==> src/rtl/uart_tx_fifo.sv <==
// uart_tx_fifo
//   UART transmitter with a small transmit FIFO in front of it.
//   Words written with Tx_WR are buffered and sent as
//   start / data (LSB first) / optional parity / 1 or 2 stop bits.
//   Every bit lasts 16 sample ticks. The sample tick is derived from CLK_HZ
//   and the baud rate chosen by baud_select.
//
// Parameters
//   DATA_BITS  : frame data width (5..9)
//   FIFO_DEPTH : transmit buffer entries (power of 2, >= 2)
//   CLK_HZ     : clk frequency, used to build the baud divisor table
//
// Ports
//   clk          : clock, rising edge
//   reset        : synchronous, active-low
//   Tx_DATA      : word to enqueue
//   Tx_WR        : one-cycle write strobe
//   Tx_EN        : transmit enable; 0 freezes a frame in progress
//   baud_select  : 300/1200/4800/9600/19200/38400/57600/115200 baud
//   parity_mode  : 00 none, 01 even, 10 odd, 11 none
//   stop2        : 1 = two stop bits
//   TxD          : registered serial line, idles high
//   Tx_BUSY      : frame in progress
//   Tx_FULL      : FIFO full flag
//   Tx_EMPTY     : FIFO empty flag
//   Tx_LEVEL     : FIFO occupancy
//   Tx_OVF       : one-cycle pulse when a write hits a full FIFO
module uart_tx_fifo #(
  parameter int DATA_BITS  = 8,
  parameter int FIFO_DEPTH = 4,
  parameter int CLK_HZ     = 50_000_000
) (
  input  logic                        clk,
  input  logic                        reset,
  input  logic [DATA_BITS-1:0]        Tx_DATA,
  input  logic                        Tx_WR,
  input  logic                        Tx_EN,
  input  logic [2:0]                  baud_select,
  input  logic [1:0]                  parity_mode,
  input  logic                        stop2,
  output logic                        TxD,
  output logic                        Tx_BUSY,
  output logic                        Tx_FULL,
  output logic                        Tx_EMPTY,
  output logic [$clog2(FIFO_DEPTH):0] Tx_LEVEL,
  output logic                        Tx_OVF
);

  localparam int AW  = $clog2(FIFO_DEPTH);
  localparam int LW  = AW + 1;
  localparam int BCW = $clog2(DATA_BITS);

  function automatic int baud_of(input int idx);
    case (idx)
      0:       return 300;
      1:       return 1200;
      2:       return 4800;
      3:       return 9600;
      4:       return 19200;
      5:       return 38400;
      6:       return 57600;
      default: return 115200;
    endcase
  endfunction

  // Rounded divisor: clk cycles per sample tick (16 ticks per bit).
  function automatic int div_of(input int idx);
    int d;
    d = (CLK_HZ + 8 * baud_of(idx)) / (16 * baud_of(idx));
    return (d < 1) ? 1 : d;
  endfunction

  // The slowest rate has the largest divisor and sets the counter width.
  localparam int DIVW = $clog2(div_of(0) + 1);

  typedef enum logic [2:0] {IDLE, START, DATA, PARITY, STOP1, STOP2} state_t;

  logic [DIVW-1:0] div_table [8];

  for (genvar gi = 0; gi < 8; gi++) begin : g_div
    assign div_table[gi] = DIVW'(div_of(gi));
  end

  logic [DATA_BITS-1:0] mem [FIFO_DEPTH];

  state_t               state_reg;
  logic [DIVW-1:0]      div_cnt_reg;
  logic [3:0]           samp_cnt_reg;
  logic [BCW-1:0]       bit_cnt_reg;
  logic [DATA_BITS-1:0] word_reg;
  logic [1:0]           par_mode_reg;
  logic                 stop2_reg;
  logic                 txd_reg;
  logic                 busy_reg;
  logic                 ovf_reg;
  logic [AW-1:0]        wr_ptr_reg;
  logic [AW-1:0]        rd_ptr_reg;
  logic [LW-1:0]        level_reg;

  logic [DIVW-1:0] div_sel;
  logic            running;
  logic            tick;
  logic            bit_end;
  logic            frame_end;
  logic            push;
  logic            pop;
  logic            parity_on;
  logic            parity_bit;
  logic            line_bit;

  assign div_sel    = div_table[baud_select];
  assign running    = (state_reg != IDLE) && Tx_EN;
  assign tick       = running && (div_cnt_reg >= div_sel - DIVW'(1));
  assign bit_end    = tick && (samp_cnt_reg == 4'd15);
  assign frame_end  = bit_end && (((state_reg == STOP1) && !stop2_reg) ||
                                  (state_reg == STOP2));
  assign push       = Tx_WR && !Tx_FULL;
  // Pop either from IDLE or straight out of the last stop bit (no gap).
  assign pop        = !Tx_EMPTY && Tx_EN && ((state_reg == IDLE) || frame_end);
  // 01 and 10 enable parity; bit 1 set means odd.
  assign parity_on  = ^par_mode_reg;
  assign parity_bit = (^word_reg) ^ par_mode_reg[1];

  always_comb begin
    line_bit = 1'b1;
    case (state_reg)
      START:   line_bit = 1'b0;
      DATA:    line_bit = word_reg[bit_cnt_reg];
      PARITY:  line_bit = parity_bit;
      default: line_bit = 1'b1;
    endcase
  end

  // FIFO storage, no reset: clearing the pointers discards the contents.
  always_ff @(posedge clk) begin
    if (push) begin
      mem[wr_ptr_reg] <= Tx_DATA;
    end
  end

  always_ff @(posedge clk) begin
    if (!reset) begin
      state_reg    <= IDLE;
      div_cnt_reg  <= '0;
      samp_cnt_reg <= '0;
      bit_cnt_reg  <= '0;
      word_reg     <= '0;
      par_mode_reg <= '0;
      stop2_reg    <= 1'b0;
      txd_reg      <= 1'b1;
      busy_reg     <= 1'b0;
      ovf_reg      <= 1'b0;
      wr_ptr_reg   <= '0;
      rd_ptr_reg   <= '0;
      level_reg    <= '0;
    end else begin
      ovf_reg <= Tx_WR && Tx_FULL;

      if (push) begin
        wr_ptr_reg <= wr_ptr_reg + AW'(1);
      end
      if (pop) begin
        rd_ptr_reg <= rd_ptr_reg + AW'(1);
      end
      case ({push, pop})
        2'b10:   level_reg <= level_reg + LW'(1);
        2'b01:   level_reg <= level_reg - LW'(1);
        default: level_reg <= level_reg;
      endcase

      // The line follows the state one cycle later; while disabled it holds,
      // so the lag (and every bit length) is preserved across a pause.
      if (Tx_EN || (state_reg == IDLE)) begin
        txd_reg <= line_bit;
      end

      if (tick) begin
        div_cnt_reg  <= '0;
        samp_cnt_reg <= samp_cnt_reg + 4'd1;
      end else if (running) begin
        div_cnt_reg <= div_cnt_reg + DIVW'(1);
      end

      case (state_reg)
        IDLE: begin
          busy_reg <= 1'b0;
        end
        START: begin
          if (bit_end) begin
            state_reg   <= DATA;
            bit_cnt_reg <= '0;
          end
        end
        DATA: begin
          if (bit_end) begin
            if (bit_cnt_reg == BCW'(DATA_BITS - 1)) begin
              state_reg <= parity_on ? PARITY : STOP1;
            end else begin
              bit_cnt_reg <= bit_cnt_reg + BCW'(1);
            end
          end
        end
        PARITY: begin
          if (bit_end) begin
            state_reg <= STOP1;
          end
        end
        STOP1: begin
          if (bit_end) begin
            if (stop2_reg) begin
              state_reg <= STOP2;
            end else begin
              state_reg <= IDLE;
              busy_reg  <= 1'b0;
            end
          end
        end
        STOP2: begin
          if (bit_end) begin
            state_reg <= IDLE;
            busy_reg  <= 1'b0;
          end
        end
        default: begin
          state_reg <= IDLE;
          busy_reg  <= 1'b0;
        end
      endcase

      // A pop overrides the end-of-frame return to IDLE. The word and the
      // framing options are captured here and held for the whole frame.
      if (pop) begin
        word_reg     <= mem[rd_ptr_reg];
        par_mode_reg <= parity_mode;
        stop2_reg    <= stop2;
        state_reg    <= START;
        busy_reg     <= 1'b1;
        div_cnt_reg  <= '0;
        samp_cnt_reg <= '0;
        bit_cnt_reg  <= '0;
      end
    end
  end

  assign TxD      = txd_reg;
  assign Tx_BUSY  = busy_reg;
  assign Tx_OVF   = ovf_reg;
  assign Tx_LEVEL = level_reg;
  assign Tx_FULL  = (level_reg == LW'(FIFO_DEPTH));
  assign Tx_EMPTY = (level_reg == '0);

endmodule
==> config.mk <==
export PLATFORM = sky130hd
export DESIGN_NAME = uart_tx_fifo
export DESIGN_NICKNAME = d
export VERILOG_FILES = /design/src/rtl/uart_tx_fifo.sv
export SDC_FILE = /design/constraint.sdc
export NUM_CORES = 1
export LEC_CHECK = 0
export BUFFER_PORTS_ARGS = -buffer_cell sky130_fd_sc_hd__buf_2
export CORE_MARGIN = 8
export CORE_UTILIZATION = 65
export CTS_CLUSTER_SIZE = 14
export DETAILED_ROUTE_END_ITERATION = 12
export PLACE_DENSITY = 0.94
export SETUP_SLACK_MARGIN = 0.3
export SLEW_MARGIN = 0
export SYNTH_ARGS = -nofsm -noshare
export SYNTH_HDL_FRONTEND = slang
export SYNTH_SLANG_ARGS = --single-unit
==> constraint.sdc <==
create_clock -name clk -period 11.1 [get_ports clk]
set_clock_uncertainty 0.1 [all_clocks]
set_input_delay 1.665 -clock clk [delete_from_list [all_inputs] [get_ports clk]]
set_output_delay 1.665 -clock clk [all_outputs]
set_load 0.05 [all_outputs]
==> results of run 1 <==
==> power breakdown <==
part | total [mW] | internal [mW] | switching, mW
combinational | 0.227 | 0.0944 | 0.133
sequential | 0.355 | 0.326 | 0.0287
clock | 0.194 | 0.0900 | 0.104
total | 0.776 | 0.511 | 0.266
==> area by class of cell <==
type / count / area [µm²] / share of cell area [%]
Multi-Input combinational cell: 259 / 2044 / 46.89
Sequential cell: 77 / 1862 / 42.70
Clock buffer: 11 / 141.4 / 3.242
Timing Repair Buffer: 25 / 125.1 / 2.869
Tap cell: 75 / 93.84 / 2.152
Inverter: 13 / 50.05 / 1.148
Clock inverter: 5 / 43.79 / 1.004
==> layout by cell type (no fill, tap or decap), types with 2 or more instances in the layout <==
cell type and instances:
nor2_1 33, a21o_1 2, nor4b_1 2, nand2b_1 4, clkinv_4 3, ha_1 30, inv_1 12, nand3_1 7
and3_1 5, mux4_2 10, a21oi_1 9, inv_6 2, nand2_1 28, dfxtp_1 45, xnor2_1 16, edfxtp_1 32
clkbuf_8 10, and2_1 9, mux2i_1 19, or3_1 3, buf_2 25, nor3_1 4, nand4_1 11, a21oi_2 2
xor2_1 16, o21ai_0 9, nor2b_1 16, a21boi_0 2, a31oi_1 2
==> routing by layer <==
layer	wire length (µm)	vias to the layer above
met2	3692	55
li1	-	1331
met3	297	20
met5	0	-
met1	2989	1258
met4	197	0
==> worst paths after layout <==
check	start	to	slack [ps]	cells after the start
max	baud_select[0]	Tx_LEVEL[2]$_SDFFE_PN0P_	4880	22
min	Tx_BUSY$_SDFFE_PN0P_	Tx_BUSY$_SDFFE_PN0P_	420	1
max reg2reg	div_cnt_reg[11]$_SDFFE_PP0P_	Tx_LEVEL[2]$_SDFFE_PN0P_	7450	13
min reg2reg	Tx_BUSY$_SDFFE_PN0P_	Tx_BUSY$_SDFFE_PN0P_	420	1
==> cell usage after synthesis (3+ instances only) <==
cell / number / share of area [%]
mux2i_1: 19 / 4.7
nor3_1: 4 / 0.50
nand2_1: 28 / 2.6
xor2_1: 16 / 3.5
nor2_1: 33 / 3.1
nor2b_1: 16 / 2.5
nand2b_1: 4 / 0.62
edfxtp_1: 32 / 24
mux4_2: 10 / 5.6
and3_1: 5 / 0.78
a21oi_1: 9 / 1.1
nand4_1: 11 / 1.7
nand3_1: 7 / 0.87
o21ai_0: 9 / 1.1
dfxtp_1: 45 / 22
xnor2_1: 16 / 3.5
inv_1: 12 / 1.1
clkbuf_1: 4 / 0.37
and2_1: 9 / 1.4
or3_1: 3 / 0.47
buf_2: 3 / 0.37
ha_1: 30 / 9.3
==> through the flow <==
| stage | std cells | utilization, % | worst slack (ps) | area (µm²) |
|---|---|---|---|---|
| after floorplan | 360 | - | 5148 | 4019 |
| after global placement | 449 | 70.10 | 4802 | 4175 |
| after detailed placement | 449 | 70.10 | 4528 | 4175 |
| after CTS | 465 | 73.21 | 4896 | 4360 |
| after global routing | 465 | 73.21 | 4470 | 4360 |
| final | 465 | 73.21 | 4881 | 4360 |
==> logic make-up after synthesis <==
kind of cell / count (synthesis)
compound gates: 37
buf+inv: 24
xor+xnor: 32
mux: 30
fa+ha+maj: 31
flops: 77
simple gates: 129
==> critical path, delay by kind of cell <==
kind	cells	cell delay [ps]
and+or+nand+nor	6	1480
adders and majority gates	5	1370
buffers and inverters	4	610
AOI/OAI and AO/OA	6	1090
xor gates and xnor gates	1	160
==> run_results.csv, run 1 <==
group,metric,value,unit
critical_path,cp.arrival,6390,ps
synth,synth_top_family_by_area,"simple AND/OR/NAND/NOR gates",
clock_tree,cts_tree,"built",
critical_path,crit_chain,"buf_2 -> inv_1 -> ha_1 -> nand2_1 -> o21ai_0 -> ha_1 -> o21ai_0 -> nor3b_1 -> nand3_1 -> ha_1 -> nand4_1 -> or3_1 -> a31o_4 -> a21oi_2 -> a32oi_2 -> clkinv_2 -> ha_1 -> inv_1 -> fa_1 -> xor2_1 -> or3_1 -> a21boi_0",
synth,synth-edff-count,32,
finish,largest_reg_flops,32,
synth,yosys.area_share.simple,16.69,%
floorplanning,rows,28,
detailed_routing,wire_per_inst,15.43,µm
floorplanning,ios,26,
clock_tree,root_buffer,"clkbuf_8",
sta,drv_slew,0,
power_and_ir_drop,power_density,178.1,mW/mm²
clock_tree,cts_setup_buffers,0,
critical_path,required,11270,ps
detailed_routing,dr_total_vias,2664,
sta,hold_ws,422.6,ps
clock_tree,cts_buffers,9,
global_route,grt_pass1_wl,12740,µm
synth,syn_area,0.004019,mm²
synth,synthAdderAreaFrac,9.838,%
synth,syn_avg_cell_area,11.16,µm²
global_route,use_met1,20.10,%
global_route,grt_util_all_layers,18.17,%
global_route,antenna_found_initial,0,
clock_tree,clock_latency,350,ps
sta,rsz0062_at_grt,"no",
synth,ys_warn_count,0,
floorplanning,initial_utilization,67.48,%
finish,antennaDiodeCount,0,
global_route,grt_overflow,0,
synth,synth_compound_area_share,6.756,%
detailed_routing,ant_nets,0,
synth,synth_cells,360,
floorplanning,die_w,94.63,µm
min_path,hold_path.class,"reg2reg",
synth,synthMuxAreaShare,10.62,%
detailed_routing,firstDrtPassIters,4,
sta,worstMarginPinSlew,745.6,ps
placement,gp_congestion,0.8221,
global_route,use_met3,5.794,%
placement,portBuffers,25,
sta,fmax,0.1608,GHz
finish,areaGrowthSynthToFinish,8.499,%
floorplanning,die_y,94.63,µm
detailed_routing,drt_iter0_drc,91,
synth,ys_ff_latch,77,
floorplanning,core_area,0.005956,mm²
sta,finalHoldViolCount,0,
detailed_routing,wl,7176,µm
critical_path,worst_setup_path_end_kind,"flop",
run,cap_violations,0,
synth,synth_ff_type,"dfxtp_1",
synth,synth_cell_types,51,
critical_path,slowest_stage,"nor3b_1",
power_and_ir_drop,leakage,1.685,nW
detailed_routing,viasPerCell,5.729,
outcome,status,"completed",
sta,period_minus_slack,6219,ps
power_and_ir_drop,total_power,0.7764,mW
floorplanning,dieArea,0.008955,mm²
finish,n_fill_cell,402,
global_route,met2_usage,31.23,%
detailed_routing,drc_errors,0,
synth,yosysSeqAreaShare,46.33,%
synth,yosys.area_share.xor_xnor,6.974,%
global_route,grt_max_degree,27,
placement,dp_hpwl,5302,µm
sta,finalSetupTns,0,ps
clock_tree,cts_hold_buf,0,
clock_tree,cts.sinks,77,
clock_tree,ctsResizeCount,0,
clock_tree,htreeDepth,3,
finish,nNetsFinal,434,
power_and_ir_drop,ir_worst_vdd,0.1890,mV
critical_path,cp-start-kind,"input port",
critical_path,critPathMostFrequentCell,"ha_1",
sta,relSlewSlack,50.19,%
clock_tree,clk_pin_slew,80,ps
sta,min_period_over_period,56.02,%
critical_path,critical_path.max_fanout,16,
synth,async_reset_ff_share,0,%
finish,drive_gt1_share,15.38,%
sta,setup_viol,0,
synth,syn_nets,409,
clock_tree,cts.path.max_buffers,2,
global_route,top_usage_layer,"met2",
critical_path,critPathMaxStageDelay,440,ps
global_route,grt_pass1_vias,2823,
critical_path,setup.worst_path.class,"in2reg",
Power figures use the tool's default switching activity.
==> inputs of run 2 (changes only) <==
--- a/config.mk
+++ b/config.mk
@@ -5,12 +5,13 @@
 export SDC_FILE = /design/constraint.sdc
 export NUM_CORES = 1
 export LEC_CHECK = 0
+export ABC_AREA = 1
 export BUFFER_PORTS_ARGS = -buffer_cell sky130_fd_sc_hd__buf_2
 export CORE_MARGIN = 8
-export CORE_UTILIZATION = 65
+export CORE_UTILIZATION = 61
 export CTS_CLUSTER_SIZE = 14
 export DETAILED_ROUTE_END_ITERATION = 12
-export PLACE_DENSITY = 0.94
+export PLACE_DENSITY = 0.89
 export SETUP_SLACK_MARGIN = 0.3
 export SLEW_MARGIN = 0
 export SYNTH_ARGS = -nofsm -noshare
==> constraint.sdc (replaced) <==
create_clock -name clk -period 6.05 [get_ports clk]
set_clock_uncertainty 0.1 [all_clocks]
set_input_delay 0.9075 -clock clk [delete_from_list [all_inputs] [get_ports clk]]
set_output_delay 0.9075 -clock clk [all_outputs]
set_load 0.05 [all_outputs]
==> run 2 against run 1 <==
  * Via count increased by 25%
  * Cell count increased by 35%
  * Final area increased by 7.7%
  * Non-clock buffer count unchanged
  * Global-route usage decreased by 0.37 points
  * Synthesized cell count increased by 40%
  * Utilization decreased by 4.4 points
  * Wire length increased by 16%
  * Critical path type unchanged
==> run_results.csv, run 2 <==
group,metric,value,unit
outcome,status,"completed",
floorplanning,core_area,0.006832,mm²
critical_path,critical_path.max_fanout,13,
placement,gp_congestion,0.9335,
finish,largest_reg_flops,32,
detailed_routing,drc_errors,0,
power_and_ir_drop,switchingPower,0.7010,mW
synth,async_reset_ff_share,0,%
synth,ys_ff_latch,77,
power_and_ir_drop,power_frac_clock,23.9,%
clock_tree,htreeDepth,3,
floorplanning,ios,26,
clock_tree,cts.sinks,77,
clock_tree,clock_latency,370,ps
clock_tree,clk_pin_slew,80,ps
detailed_routing,viasPerCell,5.268,
floorplanning,dieArea,0.01002,mm²
global_route,grt_pass1_vias,3294,
global_route,grt_overflow,0,
global_route,grt_util_all_layers,17.81,%
finish,layout_commonest_cell,"nand2_1",
floorplanning,die_y,100.1,µm
finish,areaGrowthSynthToFinish,8.935,%
clock_tree,ctsResizeCount,0,
placement,dp_hpwl,6104,µm
detailed_routing,wire_per_inst,13.23,µm
sta,relSlewSlack,48.32,%
synth,yosysSeqAreaShare,43.17,%
global_route,grt_pass1_wl,14340,µm
floorplanning,rows,30,
finish,nNetsFinal,578,
power_and_ir_drop,ir_worst_vdd,0.3158,mV
synth,synth_ff_type,"dfxtp_1",
detailed_routing,ant_nets,0,
sta,finalSetupTns,0,ps
sta,finalHoldViolCount,0,
finish,drive_gt1_share,14.98,%
power_and_ir_drop,switching_share,40.90,%
sta,worstMarginPinSlew,772.3,ps
synth,synth_largest_area_cell,"edfxtp_1",
power_and_ir_drop,leakage,2.018,nW
finish,mostFrequentLayoutCells,"nand2_1 (102), inv_1 (64), nor2_1 (55)",
clock_tree,cts_tree,"built",
synth,yosys-top-cells-count,"nand2_1 (102), inv_1 (64), nor2_1 (55)",
finish,fin_cells,630,
floorplanning,die_w,100.1,µm
clock_tree,cts_setup_buffers,0,
floorplanning,initial_utilization,63.13,%
run,cap_violations,0,
synth,syn_area,0.004313,mm²
synth,synth_top_area_share,22.28,%
sta,setup_viol,0,
sta,fmax,0.2186,GHz
critical_path,worst_setup_path_end_kind,"flop",
power_and_ir_drop,comb_power_share,35.9,%
synth,synth_cells,505,
finish,utilization,68.77,%
sta,hold_ws,386.6,ps
synth,ys_top_cells_by_area,"edfxtp_1 (22%), dfxtp_1 (21%), nand2_1 (8.9%)",
clock_tree,cts_buffers,9,
critical_path,cp-start-kind,"input port",
sta,min_period_over_period,75.60,%
synth,synth-edff-count,32,
clock_tree,root_buffer,"clkbuf_8",
sta,period_minus_slack,4574,ps
power_and_ir_drop,seqPwrFrac,40.2,%
detailed_routing,drt_iter0_drc,246,
detailed_routing,firstDrtPassIters,4,
sta,drv_slew,0,
synth,yosysMostFrequentCell,"nand2_1",
global_route,grt_max_degree,21,
synth,ys_warn_count,0,
finish,antennaDiodeCount,0,
clock_tree,cts_hold_buf,0,
critical_path,required,6200,ps
synth,synth_cell_types,39,
power_and_ir_drop,total_power,1.714,mW
synth,syn_nets,554,
detailed_routing,wl,8335,µm
critical_path,setup.worst_path.class,"in2reg",
synth,syn_avg_cell_area,8.540,µm²
power_and_ir_drop,power_density,364.8,mW/mm²
clock_tree,cts.path.max_buffers,2,
sta,rsz0062_at_grt,"no",
critical_path,cp.arrival,4720,ps
placement,place_inst,614,
global_route,antenna_found_initial,0,
min_path,hold_path.class,"reg2reg",
power_and_ir_drop,p_int,1.013,mW
placement,portBuffers,25,
detailed_routing,dr_total_vias,3319,
==> run 2: changes by cell type after synthesis, sizes merged, moves of 8 or more <==
cell / change
a311oi: +8
nand2: +79
and2: -9
mux2i: -18
nor2: +42
o21ai: +11
a211oi: +8
a21oi: +17
inv: +56
nor2b: -16
nand3: +16
mux4: -10
==> run 2: cell families after synthesis <==
group	count (synthesis)	share of synthesized area, %
flops	77	43.17
xor+xnor	26	5.280
compound gates	68	9.371
mux	1	0.2321
fa+ha+maj	31	9.167
simple gates	222	25.01
buf+inv	80	7.775
==> run 2: metrics by stage <==
stage	area, µm²	setup WS [ps]
2_1_floorplan	4313	1576
3_3_place_gp	4483	1340
3_5_place_dp	4483	1113
4_1_cts	4698	1493
5_1_grt	4698	969.7
6_report	4698	1476
==> run 2: final timing paths <==
kind | endpoint | cells past startpoint | startpoint | slack [ps]
worst max-delay path | Tx_LEVEL[2]$_SDFFE_PN0P_ | 27 | baud_select[0] | 1480
worst min-delay path | Tx_BUSY$_SDFFE_PN0P_ | 2 | Tx_BUSY$_SDFFE_PN0P_ | 390
worst max register to register | Tx_LEVEL[2]$_SDFFE_PN0P_ | 18 | div_cnt_reg[5]$_SDFFE_PP0P_ | 3010
worst min register to register | Tx_BUSY$_SDFFE_PN0P_ | 2 | Tx_BUSY$_SDFFE_PN0P_ | 390
==> run 2: layout make-up <==
type                       count  area [µm²]
clock buffer                   9       123.9
clock inverter                 7       91.34
fill                         541        2133
inverter                      68       260.3
multi-input combinational    348        2116
sequential                    77        1862
tap                           96       120.1
timing repair buffer          25       125.1
==> run 2: metal layers <==
| metal | vias up | wire length [µm] | GRT usage (%) |
|---|---|---|---|
| li1 | 1700 | - | - |
| met1 | 1537 | 3807 | 21.15 |
| met3 | 14 | 344 | 4.291 |
| met5 | - | 0 | 0 |
| met4 | 0 | 134 | 8.140 |
| met2 | 68 | 4047 | 29.71 |
==> run 2: power by group through the flow <==
stage          Combinational, mW  Sequential, mW  Clock (mW)
3_5_place_dp               0.609           0.700           0
2_1_floorplan              0.477           0.715           0
3_3_place_gp               0.588           0.697           0
5_1_grt                    0.693           0.700       0.437
4_1_cts                    0.617           0.689       0.416
6_report                   0.615           0.689       0.410
==> run 2: worst max-delay path, stage by stage <==
cell and delay, ps:
buf_2 120, inv_1 140, ha_1 170, nor2_1 40, nor2_1 170, ha_1 210, nor3b_2 310, nand3_1 140
xnor2_1 150, ha_1 300, nand2_1 50, nor2_1 90, nand2_1 60, nand2_1 50, nand2_1 40, nand3_1 160
nand4_2 130, nand2_4 140, nand2_8 100, inv_6 120, ha_1 150, inv_1 70, fa_1 390, a21oi_1 170
o21ai_0 120, o21ai_0 150, a21oi_1 60
==> inputs of run 3 (changes only) <==
--- a/config.mk
+++ b/config.mk
@@ -8,10 +8,10 @@
 export ABC_AREA = 1
 export BUFFER_PORTS_ARGS = -buffer_cell sky130_fd_sc_hd__buf_2
 export CORE_MARGIN = 8
-export CORE_UTILIZATION = 61
+export CORE_UTILIZATION = 55
 export CTS_CLUSTER_SIZE = 14
 export DETAILED_ROUTE_END_ITERATION = 12
-export PLACE_DENSITY = 0.89
+export PLACE_DENSITY = 0.85
 export SETUP_SLACK_MARGIN = 0.3
 export SLEW_MARGIN = 0
 export SYNTH_ARGS = -nofsm -noshare
==> constraint.sdc (replaced) <==
create_clock -name clk -period 4.1 [get_ports clk]
set_clock_uncertainty 0.1 [all_clocks]
set_input_delay 0.615 -clock clk [delete_from_list [all_inputs] [get_ports clk]]
set_output_delay 0.615 -clock clk [all_outputs]
set_load 0.05 [all_outputs]
==> run 3 against run 2 <==
  * Sequential share of layout area down 2.7 points
  * Die area up 9.1%
  * Count of clock-buffer cells in the layout unchanged
  * Largest cell class unchanged
  * First-iteration DRC count down 33%
  * Hold slack worse by 20 ps
  * Cell count up 3.7%
  * Critical endpoint unchanged
  * Sequential power up 48%
  * Via count up 4.2%
  * Register-to-register slack worse by 1700 ps
  * Combinational power up 63%
==> run_results.csv, run 3 (synthesis results as in run 2) <==
group,metric,value,unit
outcome,status,"completed",
power_and_ir_drop,power_frac_clock,22.7,%
power_and_ir_drop,seqPwrFrac,38.9,%
detailed_routing,wl,9425,µm
global_route,grt_util_all_layers,16.20,%
sta,min_period_over_period,89.24,%
placement,dp_slack,-80.44,ps
power_and_ir_drop,ir_worst_vdd,0.3354,mV
clock_tree,cts.path.max_buffers,2,
critical_path,r2r_cells,18,
critical_path,cp-start-kind,"input port",
finish,layout_commonest_cell,"nand2_1",
finish,n_fill_cell,571,
finish,mostFrequentLayoutCells,"nand2_1 (99), inv_1 (59), nor2_1 (49)",
power_and_ir_drop,p_int,1.550,mW
critical_path,cp_num_cells,26,
clock_tree,htreeDepth,3,
finish,utilization,65.87,%
placement,place_inst,623,
finish,largest_reg_flops,32,
critical_path,path_buf_inv,4,
floorplanning,ios,26,
global_route,grt_overflow,0,
clock_tree,clock_latency,340,ps
detailed_routing,ant_nets,0,
clock_tree,cts_hold_buf,0,
critical_path,slowest_stage,"fa_2",
min_path,whs_path_depth,2,
clock_tree,cts.sinks,77,
detailed_routing,drt_iter0_drc,166,
global_route,grt_max_degree,21,
finish,nNetsFinal,595,
critical_path,path_delay_family,"simple AND/OR/NAND/NOR gates",
placement,dpl-instance-area,0.004562,mm²
global_route,grt_pass1_wl,14700,µm
floorplanning,die_w,104.6,µm
global_route,top_usage_layer,"met2",
critical_path,setup.worst_path.class,"in2reg",
run,cap_violations,0,
placement,dp_hpwl,6310,µm
finish,fin_area,0.005037,mm²
power_and_ir_drop,switchingPower,1.062,mW
finish,drive_gt1_share,22.50,%
critical_path,required,4230,ps
detailed_routing,viasPerCell,5.294,
floorplanning,die_y,104.6,µm
detailed_routing,firstDrtPassIters,5,
sta,period_minus_slack,3659,ps
sta,drv_slew,0,
finish,fin_cells,653,
placement,gp_congestion,0.8944,
critical_path,critPathMaxStageDelay,350,ps
critical_path,critical_path.max_fanout,5,
power_and_ir_drop,leakage,2.134,nW
floorplanning,initial_utilization,56.40,%
floorplanning,core_area,0.007647,mm²
clock_tree,cts_tree,"built",
sta,finalHoldViolCount,0,
floorplanning,rows,32,
clock_tree,root_buffer,"clkbuf_8",
power_and_ir_drop,power_density,518.3,mW/mm²
critical_path,cp.arrival,3790,ps
power_and_ir_drop,comb_power_share,38.4,%
sta,rsz0062_at_grt,"no",
floorplanning,dieArea,0.01093,mm²
detailed_routing,drc_errors,0,
placement,portBuffers,25,
power_and_ir_drop,switching_share,40.66,%
global_route,use_met3,3.501,%
global_route,grt_pass1_vias,3364,
global_route,antenna_found_initial,0,
clock_tree,cts_buffers,9,
global_route,use_met1,17.50,%
finish,areaGrowthSynthToFinish,16.80,%
critical_path,worst_setup_path_end_kind,"flop",
sta,relSlewSlack,43.82,%
global_route,met2_usage,29.83,%
sta,fmax,0.2733,GHz
sta,worstMarginPinSlew,839.5,ps
finish,multi_input_area,0.002265,mm²
detailed_routing,dr_total_vias,3457,
finish,antennaDiodeCount,0,
sta,timing.final.ws_setup,441.3,ps
clock_tree,clk_pin_slew,90,ps
sta,setup_viol,0,
min_path,hold_path.class,"reg2reg",
finish,seqCellArea,0.001862,mm²
power_and_ir_drop,total_power,2.611,mW
detailed_routing,wire_per_inst,14.43,µm
## run 3: cell types whose count changed in the layout (fill, tap and decap cells not counted), moves of 3 or more
cell | previous run | this run
nand2_2 | 0 | 3
nor2_2 | 16 | 19
nor2_4 | 4 | 7
buf_2 | 25 | 22
ha_1 | 30 | 25
ha_4 | 0 | 5
buf_4 | 0 | 18
inv_1 | 64 | 59
nor2_1 | 55 | 49
nand2_1 | 102 | 99
## run 3: through the flow
stage | TNS [ps] | hold WS (ps)
2_1_floorplan | 0 | 356.1
3_3_place_gp | 0 | 353.1
3_5_place_dp | -80.44 | 355.8
4_1_cts | 0 | 362.7
5_1_grt | 0 | 362.9
6_report | 0 | 366.1
## run 3: layout make-up
class	instances	area share, %
Clock inverter	7	1.615
Sequential cell	77	36.96
Clock buffer	9	2.459
Tap cell	102	2.534
Multi-Input combinational cell	348	44.96
Inverter	68	5.812
Timing Repair Buffer	42	5.663
## run 3: power groups by stage
stage	sequential, mW	combinational [mW]	clock [mW]
floorplan	1.05	0.714	0
global placement	1.03	0.896	0
detailed placement	1.03	0.924	0
CTS	1.02	0.935	0.603
global route	1.03	1.12	0.634
finish	1.02	1.00	0.592
## run 3: metal layers
metal | wire length (µm) | up-vias
li1 | - | 1738
met5 | 0 | -
met2 | 4941 | 78
met3 | 323 | 29
met4 | 277 | 0
met1 | 3883 | 1612
## run 3: worst register-to-register path, stage by stage, from the launching register on
cell and delay (ps):
dfxtp_1 390, ha_1 360, nand2_1 100, nor2_1 160
nand2_1 80, nand3_1 100, nand2_1 70, nand3_2 90
nand4_2 100, nand2_4 120, nand2_8 60, clkinv_4 60
ha_4 120, inv_4 40, fa_2 350, a21oi_2 160
o21ai_2 70, o21ai_1 110, a21oi_1 50
## run 3: path summary, 6_finish.rpt
path | start | endpoint | slack (ps)
worst min-delay path | Tx_BUSY$_SDFFE_PN0P_ | Tx_BUSY$_SDFFE_PN0P_ | 370
worst max register to register | div_cnt_reg[5]$_SDFFE_PP0P_ | Tx_LEVEL[2]$_SDFFE_PN0P_ | 1300
worst max-delay path | baud_select[0] | Tx_LEVEL[2]$_SDFFE_PN0P_ | 440
worst min register to register | Tx_BUSY$_SDFFE_PN0P_ | Tx_BUSY$_SDFFE_PN0P_ | 370
## run 3: what timing repair did
item / 4_1_cts / 5_1_grt
pin swaps: 0 / 18
gates resized for setup: 1 / 45
setup endpoints to repair: 1 / 2
buffers inserted: 0 / 14
